`config.mk`:
```
export PLATFORM = sky130hd
export DESIGN_NAME = mem_port_arbiter_flat
export DESIGN_NICKNAME = d
export VERILOG_FILES = /design/src/rtl/mem_port_arbiter_if.sv /design/src/rtl/mem_port_arbiter.sv /design/src/flat_wrapper.sv
export SDC_FILE = /design/constraint.sdc
export NUM_CORES = 1
export LEC_CHECK = 0
export ABC_AREA = 0
export CAP_MARGIN = 10
export CORE_MARGIN = 5
export CORE_UTILIZATION = 45
export DETAILED_ROUTE_END_ITERATION = 16
export PLACE_DENSITY = 0.87
export SYNTH_ARGS = -nofsm -noshare
export SYNTH_HDL_FRONTEND = slang
export SYNTH_SLANG_ARGS = --single-unit
export TNS_END_PERCENT = 20
```
`constraint.sdc`:
```
create_clock -name clk -period 6.6 [get_ports clk]
set_clock_uncertainty 0.2 [all_clocks]
set_input_delay 1.98 -clock clk [delete_from_list [all_inputs] [get_ports clk]]
set_output_delay 1.98 -clock clk [all_outputs]
set_load 0.03 [all_outputs]
```
`src/rtl/mem_port_arbiter_if.sv`:
```
// Bus bundle for mem_port_arbiter: fetch and data requester handshakes plus the shared memory port.
// The master modport is the arbiter's view; the slave modport is the requesters/memory side.
interface mem_port_arbiter_if #(
    parameter int DATA_W = 32
);
    logic              if_req;
    logic [DATA_W-1:0] if_rdata;
    logic              if_done;

    logic              d_req;
    logic              d_we;
    logic [DATA_W-1:0] d_wdata;
    logic [DATA_W-1:0] d_rdata;
    logic              d_done;

    logic              addr_sel;
    logic              mem_valid;
    logic              mem_we;
    logic [DATA_W-1:0] mem_wdata;
    logic              mem_ready;
    logic [DATA_W-1:0] mem_rdata;
    logic              bus_err;

    modport master (
        input  if_req, d_req, d_we, d_wdata, mem_ready, mem_rdata,
        output if_rdata, if_done, d_rdata, d_done,
        output addr_sel, mem_valid, mem_we, mem_wdata, bus_err
    );

    modport slave (
        output if_req, d_req, d_we, d_wdata, mem_ready, mem_rdata,
        input  if_rdata, if_done, d_rdata, d_done,
        input  addr_sel, mem_valid, mem_we, mem_wdata, bus_err
    );
endinterface

```
`src/rtl/mem_port_arbiter.sv`:
```
// Shares one memory port between instruction fetch and data access, with a watchdog abort.
// Define ARB_ROUND_ROBIN_EN for round-robin arbitration; default is fixed data-over-fetch priority.
module mem_port_arbiter #(
    parameter int DATA_W  = 32,
    parameter int TIMEOUT = 15
) (
    input  logic                clk,
    input  logic                reset,
    mem_port_arbiter_if.master  bus
);
    typedef enum logic [1:0] {
        IDLE    = 2'd0,
        GRANT_I = 2'd1,
        GRANT_D = 2'd2
    } state_t;

    localparam logic [DATA_W-1:0] ABORT_DATA = DATA_W'(32'hDEADBEEF);
    localparam logic [7:0]        LIMIT_M1   = 8'(TIMEOUT - 1);

    state_t            state_reg;
    state_t            state_next;
    logic [7:0]        wait_cnt_reg;
    logic              addr_sel_reg;
    logic [DATA_W-1:0] if_rdata_reg;
    logic [DATA_W-1:0] d_rdata_reg;
    logic              if_done_reg;
    logic              d_done_reg;
    logic              bus_err_reg;

    logic              elig_i;
    logic              elig_d;
    logic              pick_d;
    logic              granted;
    logic              timeout_hit;
    logic              txn_end;

    logic              mem_valid;
    logic              mem_we;
    logic [DATA_W-1:0] mem_wdata;

    // A requester whose done pulse is visible this cycle still holds req high; mask it.
    assign elig_i = bus.if_req & ~if_done_reg;
    assign elig_d = bus.d_req  & ~d_done_reg;

`ifdef ARB_ROUND_ROBIN_EN
    logic last_d_reg;

    // last_d_reg = 1 means data was served last, so fetch is preferred (reset state).
    assign pick_d = elig_d & (~elig_i | ~last_d_reg);

    always_ff @(posedge clk or posedge reset) begin
        if (reset) begin
            last_d_reg <= 1'b1;
        end else if (txn_end) begin
            last_d_reg <= (state_reg == GRANT_D);
        end
    end
`else
    assign pick_d = elig_d;
`endif

    assign granted     = (state_reg == GRANT_I) || (state_reg == GRANT_D);
    // Ready on the limit cycle wins over the abort.
    assign timeout_hit = granted & ~bus.mem_ready & (wait_cnt_reg == LIMIT_M1);
    assign txn_end     = granted & (bus.mem_ready | timeout_hit);

    always_ff @(posedge clk or posedge reset) begin
        if (reset) begin
            state_reg <= IDLE;
        end else begin
            state_reg <= state_next;
        end
    end

    always_comb begin
        state_next = state_reg;
        case (state_reg)
            IDLE: begin
                if (pick_d) begin
                    state_next = GRANT_D;
                end else if (elig_i) begin
                    state_next = GRANT_I;
                end
            end
            GRANT_I, GRANT_D: begin
                if (txn_end) begin
                    state_next = IDLE;
                end
            end
            default: state_next = IDLE;
        endcase
    end

    always_comb begin
        mem_valid = 1'b0;
        mem_we    = 1'b0;
        mem_wdata = '0;
        case (state_reg)
            GRANT_I: begin
                mem_valid = 1'b1;
                mem_wdata = bus.d_wdata;
            end
            GRANT_D: begin
                mem_valid = 1'b1;
                mem_we    = bus.d_we;
                mem_wdata = bus.d_wdata;
            end
            default: ;
        endcase
    end

    always_ff @(posedge clk or posedge reset) begin
        if (reset) begin
            wait_cnt_reg <= '0;
            addr_sel_reg <= 1'b0;
            if_rdata_reg <= '0;
            d_rdata_reg  <= '0;
            if_done_reg  <= 1'b0;
            d_done_reg   <= 1'b0;
            bus_err_reg  <= 1'b0;
        end else begin
            if_done_reg <= 1'b0;
            d_done_reg  <= 1'b0;
            bus_err_reg <= 1'b0;
            if (state_reg == IDLE) begin
                wait_cnt_reg <= '0;
                if (state_next == GRANT_D) begin
                    addr_sel_reg <= 1'b1;
                end else if (state_next == GRANT_I) begin
                    addr_sel_reg <= 1'b0;
                end
            end else if (txn_end) begin
                bus_err_reg <= timeout_hit;
                if (state_reg == GRANT_D) begin
                    d_done_reg  <= 1'b1;
                    d_rdata_reg <= timeout_hit ? ABORT_DATA : bus.mem_rdata;
                end else begin
                    if_done_reg  <= 1'b1;
                    if_rdata_reg <= timeout_hit ? ABORT_DATA : bus.mem_rdata;
                end
            end else begin
                wait_cnt_reg <= wait_cnt_reg + 8'd1;
            end
        end
    end

    assign bus.addr_sel  = addr_sel_reg;
    assign bus.mem_valid = mem_valid;
    assign bus.mem_we    = mem_we;
    assign bus.mem_wdata = mem_wdata;
    assign bus.if_rdata  = if_rdata_reg;
    assign bus.d_rdata   = d_rdata_reg;
    assign bus.if_done   = if_done_reg;
    assign bus.d_done    = d_done_reg;
    assign bus.bus_err   = bus_err_reg;
endmodule

```
`src/flat_wrapper.sv`:
```
// flat-port wrapper written by rule: the top's interface ports become plain ports
module mem_port_arbiter_flat 
#(
    parameter int DATA_W  = 32,
    parameter int TIMEOUT = 15
)
  (clk, reset, bus_if_req, bus_d_req, bus_d_we, bus_d_wdata, bus_mem_ready, bus_mem_rdata, bus_if_rdata, bus_if_done, bus_d_rdata, bus_d_done, bus_addr_sel, bus_mem_valid, bus_mem_we, bus_mem_wdata, bus_bus_err);
  mem_port_arbiter_if #(.DATA_W(DATA_W)) bus_i ();
  input  logic clk;
  input  logic reset;
  input wire logic [$bits(bus_i.if_req)-1:0] bus_if_req;
  input wire logic [$bits(bus_i.d_req)-1:0] bus_d_req;
  input wire logic [$bits(bus_i.d_we)-1:0] bus_d_we;
  input wire logic [$bits(bus_i.d_wdata)-1:0] bus_d_wdata;
  input wire logic [$bits(bus_i.mem_ready)-1:0] bus_mem_ready;
  input wire logic [$bits(bus_i.mem_rdata)-1:0] bus_mem_rdata;
  output wire logic [$bits(bus_i.if_rdata)-1:0] bus_if_rdata;
  output wire logic [$bits(bus_i.if_done)-1:0] bus_if_done;
  output wire logic [$bits(bus_i.d_rdata)-1:0] bus_d_rdata;
  output wire logic [$bits(bus_i.d_done)-1:0] bus_d_done;
  output wire logic [$bits(bus_i.addr_sel)-1:0] bus_addr_sel;
  output wire logic [$bits(bus_i.mem_valid)-1:0] bus_mem_valid;
  output wire logic [$bits(bus_i.mem_we)-1:0] bus_mem_we;
  output wire logic [$bits(bus_i.mem_wdata)-1:0] bus_mem_wdata;
  output wire logic [$bits(bus_i.bus_err)-1:0] bus_bus_err;
  assign bus_i.if_req = bus_if_req;
  assign bus_i.d_req = bus_d_req;
  assign bus_i.d_we = bus_d_we;
  assign bus_i.d_wdata = bus_d_wdata;
  assign bus_i.mem_ready = bus_mem_ready;
  assign bus_i.mem_rdata = bus_mem_rdata;
  assign bus_if_rdata = bus_i.if_rdata;
  assign bus_if_done = bus_i.if_done;
  assign bus_d_rdata = bus_i.d_rdata;
  assign bus_d_done = bus_i.d_done;
  assign bus_addr_sel = bus_i.addr_sel;
  assign bus_mem_valid = bus_i.mem_valid;
  assign bus_mem_we = bus_i.mem_we;
  assign bus_mem_wdata = bus_i.mem_wdata;
  assign bus_bus_err = bus_i.bus_err;
  mem_port_arbiter #(.DATA_W(DATA_W), .TIMEOUT(TIMEOUT)) u_core (.clk(clk), .reset(reset), .bus(bus_i));
endmodule
```
# [Word-level counts from Yosys, hierarchy flattened]
# Index checks and enable logic that the tools add are counted.
[classes] n_addsub=1 eq_ne=6 mux=20 bitwise_logic=11 n_reduce_logical=7
[op_table] cell="32-bit two-way mux" count=2
[op_table] cell="8-bit two-way mux" count=2
[op_table] cell="1-bit two-way mux" count=12
[op_table] cell="8-bit by 1-bit adder with 8-bit output, second input constant" count=1
[op_table] cell="8-bit by 4-bit == test with 1-bit output, second input constant" count=1
[op_table] cell="2-bit two-way mux" count=3
[op_table] cell="3-bit AND reduction" count=2
[op_table] cell="1-bit AND" count=5
[op_table] cell="1-bit inverter" count=5
[op_table] cell="2-bit by 1-bit == test with 1-bit output, second input constant" count=2
[op_table] cell="2-bit == test, second input constant" count=2
[op_table] cell="2-bit one-hot mux with 2 select lines" count=1
[op_table] cell="2-bit zero test" count=1
[op_table] cell="2-bit != test, second input constant" count=1
[op_table] cell="2-bit AND reduction" count=1
[op_table] cell="2-bit nonzero test" count=1
[op_table] cell="2-bit OR reduction" count=1
[op_table] cell="1-bit logical OR" count=1
[op_table] cell="1-bit OR" count=1
[totals] ff_bits=78 in_bits=70 out_inout_bits=102 elab_cells=53

# [Depth between registers and ports, before layout]
[logic_depth] ltp_word=11 depth_mapped=11 ltp_nobuf=9

# [Worst setup path before layout]
# OpenSTA, ideal clock, no wires.
[synth_timing] kind="input to output" start="in bus_d_wdata[0]" end="out bus_mem_wdata[0]" arrival_ns=2.261 t_required_ns=4.420 slack_ns=2.159 cell_stages=1 path_buffers=0 cell_sequence="and2_1"
[synth_via] elab_chain_cells=1
[synth_lines] item="start, declared" line="flat_wrapper.sv:14" rtl="input wire logic [$bits(bus_i.d_wdata)-1:0] bus_d_wdata;"
[synth_lines] item="32-bit two-way mux" line="mem_port_arbiter.sv:98" rtl="case (state_reg)"
[synth_lines] item="end, declared" line="flat_wrapper.sv:24" rtl="output wire logic [$bits(bus_i.mem_wdata)-1:0] bus_mem_wdata;"
# No other way between the ends.

# [Worst setup path in the final report]
[layout_timing] start="in bus_d_wdata[28]" end="out bus_mem_wdata[28]"
# Same word-level chain as after synthesis.

==> metrics.txt <==
Sinks on Clock Net 78; minimum setup slack after placement 1.17 ns; result of the run complete, no violations; first element of the critical path bus_d_wdata[28]; wire length after detailed routing 9780 µm; Initial Utilization 0.455; CORE AREA 8050 µm²; Critical Path, Cell by Cell clkdlybuf4s50_1 -> and2_1 -> clkdlybuf4s50_1; max frequency 0.184 GHz; All-Layer GR Usage 0.195; drt wl/cell 16.5 µm; sequential fraction of the synthesis area 0.533; Final HPWL DP 7170 µm; reg-to-reg critical path endpoint u_core.bus.addr_sel; unrepaired setup endpoints after global routing false; CTS H-Tree Depth 3; Area growth syn-to-layout 53.7%; switching power of the nets 1.40 mW; number of nets in the synthesized netlist 392; antenna viol nets, final 0; number of ports placed on the die boundary 172; Syn Std Cell Area 3660 µm²; total gr overflow 0; max-slew headroom at the worst pin 0.403; antenna violations before repair 0; number of stages on the worst hold path 1; highest-count cells in the layout ignoring fill and taps clkdlybuf4s50_1, dfrtp_1, mux2_2, and2_1, nand4_1; Final TNS setup 0 ns; placed standard-cell area 5420 µm²; port buffer count 171; Slew @ Worst Pin 0.895 ns; slack of the critical path 1.17 ns; Post-synth EDFFs 0; max-capacitance violation count 0; final hold slack 0.313 ns; worst min-delay path startpoint u_core.bus.d_rdata[19]; number of design-rule violations left by the first detailed-router iteration 67; setup slack of the most critical reg-to-reg path 3.38 ns; share of synthesized registers carrying an async set or reset 1.00; register clock-pin slew on the reported worst setup and hold paths 0.10 ns; Worst EP required 4.42 ns; RePlAce Congestion 0.806; wire length of the first global-routing pass 15600 µm; post-synthesis instance total 316; number of global-route vias before repair 3065; Final Max Tran Viols 0; syn avg cell area 11.6 µm²; endpoint class of the critical path primary output; hold violation total from the final report 0; Cell Rows 33; Worst-Skew Late Latency 0.34 ns; via count 2931; crit path launch type input port; via/cell ratio 4.95; portion of total power attributed to combinational logic 0.618; number of filler cells placed in the layout 583; Worst VDD drop 406 µV; horizontal extent of the die 100 µm; peak per-stage delay on the critical path 0.68 ns; floorplan die height 100 µm; YS warnings 0; area used by multi-input combinational logic 1550 µm²; count of distinct cell types in the synthesized netlist 36; number of remaining DRC errors 0; Net count, final 558; Crit Path Class input port to primary output; cts repair resizes 0; final worst path period share 0.822; total non-filler cell area in the finished layout 5630 µm²; CTS buffer count 9; maximum fanout along the worst path 1; most common cell after layout, fill and taps aside clkdlybuf4s50_1; clock root buffer clkbuf_8; layout cell share with drive strength beyond 1 0.166; internal power contribution 1.70 mW; final critical delay including setup and external delays 5.43 ns; Hold Path Sink u_core.bus.d_rdata[19]; Pwr per Cell Area 550 nW/µm²; # diodes 0; ys flop type dfrtp_1; first-pass iteration count of the detailed router 4; sequential cell fraction of total power 0.263; worst path arrival time 3.25 ns; number of buffers inserted for hold repair after clock tree synthesis 0; die footprint 10000 µm²; leakage power 2.36 nW; maximum number of pins on one net before global-route repair 54; Tightest Hold Check Type flop to flop; post-CTS setup-driven buffer insertion count 0; final setup violating endpoints 0; final core utilization 0.699; cell type with the highest occurrence count on the critical path clkdlybuf4s50_1; buffer levels on the longest clock path 2; CTS tree yes; cell with the largest stage delay on the worst path clkdlybuf4s50_1; register bit total from synthesis 78; part of the power in the clock network 0.120; footprint of the flip-flops and latches 1950 µm²; R2R depth 9; Worst R2R Start u_core.state_reg[1]; net switching share of the total power 0.452
-- critical path: cells and delay by family --
family / cells / cell delay (ns)
buf+inv: 2 / 1.13
simple gates: 1 / 0.14
-- power by group through the flow --
stage	sequential [mW]	clock [mW]	combinational (mW)
floorplan	1.21	0	0.762
global placement	0.806	0	1.90
detailed placement	0.821	0	1.93
CTS	0.815	0.378	1.94
global route	0.843	0.399	2.03
finish	0.813	0.370	1.91
-- layer usage --
metal | global-route usage | vias to the layer above | share of wire
li1 | - | 1396 | -
met1 | 0.229 | 1387 | 0.39
met2 | 0.319 | 136 | 0.47
met3 | 0.0883 | 12 | 0.12
met4 | 0.0632 | 0 | 0.013
met5 | 0 | - | 0
-- cell usage after synthesis, types with 2 or more instances --
master / n / area, µm²
dfrtp_1: 78 / 1950
nor2b_1: 5 / 31.3
or2_1: 3 / 18.8
o21ai_0: 16 / 80.1
a211oi_1: 4 / 30.0
buf_2: 2 / 10.0
or2_2: 8 / 50.1
or2_0: 14 / 87.6
nand4_1: 18 / 113
xor2_1: 2 / 17.5
inv_1: 14 / 52.6
ha_1: 6 / 75.1
nand2_1: 11 / 41.3
and2_1: 37 / 231
buf_6: 3 / 33.8
nand3_1: 2 / 10.0
xnor2_1: 4 / 35.0
nor3_1: 2 / 10.0
mux2_2: 49 / 552
a21oi_1: 2 / 10.0
buf_4: 2 / 15.0
nand3b_1: 2 / 15.0
a21o_1: 2 / 15.0
clkbuf_1: 11 / 41.3
nor2_1: 8 / 30.0
-- area by class of cell --
cell class | instances | share of cell area
flip-flops and latches | 78 | 0.347
repair buffers | 174 | 0.308
multi-input cells | 204 | 0.275
well taps | 105 | 0.0233
clock buffers | 9 | 0.0220
clock inverters | 7 | 0.0142
inverters | 15 | 0.0100
-- stage by stage --
| step | power [mW] | instances |
|---|---|---|
| after floorplan | 1.97 | 316 |
| after global placement | 2.70 | 576 |
| after detailed placement | 2.75 | 576 |
| after CTS | 3.13 | 592 |
| after global routing | 3.27 | 592 |
| final | 3.09 | 592 |
-- kinds of logic after synthesis --
group / count (synthesis) / share of synthesized area
AND/OR/NAND/NOR: 116 / 0.194
flip-flops: 78 / 0.533
buffers and inverters: 34 / 0.0437
XOR/XNOR: 6 / 0.0143
AO/OA/AOI/OAI: 27 / 0.0434
multiplexers: 49 / 0.151
adder cells (fa/ha/maj): 6 / 0.0205
-- worst max path at each step --
stage	to	slack (ns)
2_1_floorplan	bus_mem_wdata[0]	2.16
3_3_place_gp	bus_mem_wdata[0]	1.18
3_5_place_dp	bus_mem_wdata[13]	1.17
4_1_cts	bus_mem_wdata[13]	1.17
5_1_grt	bus_mem_wdata[13]	1.14
6_report	bus_mem_wdata[28]	1.17
Note: power is estimated with default switching activity, not from simulation.
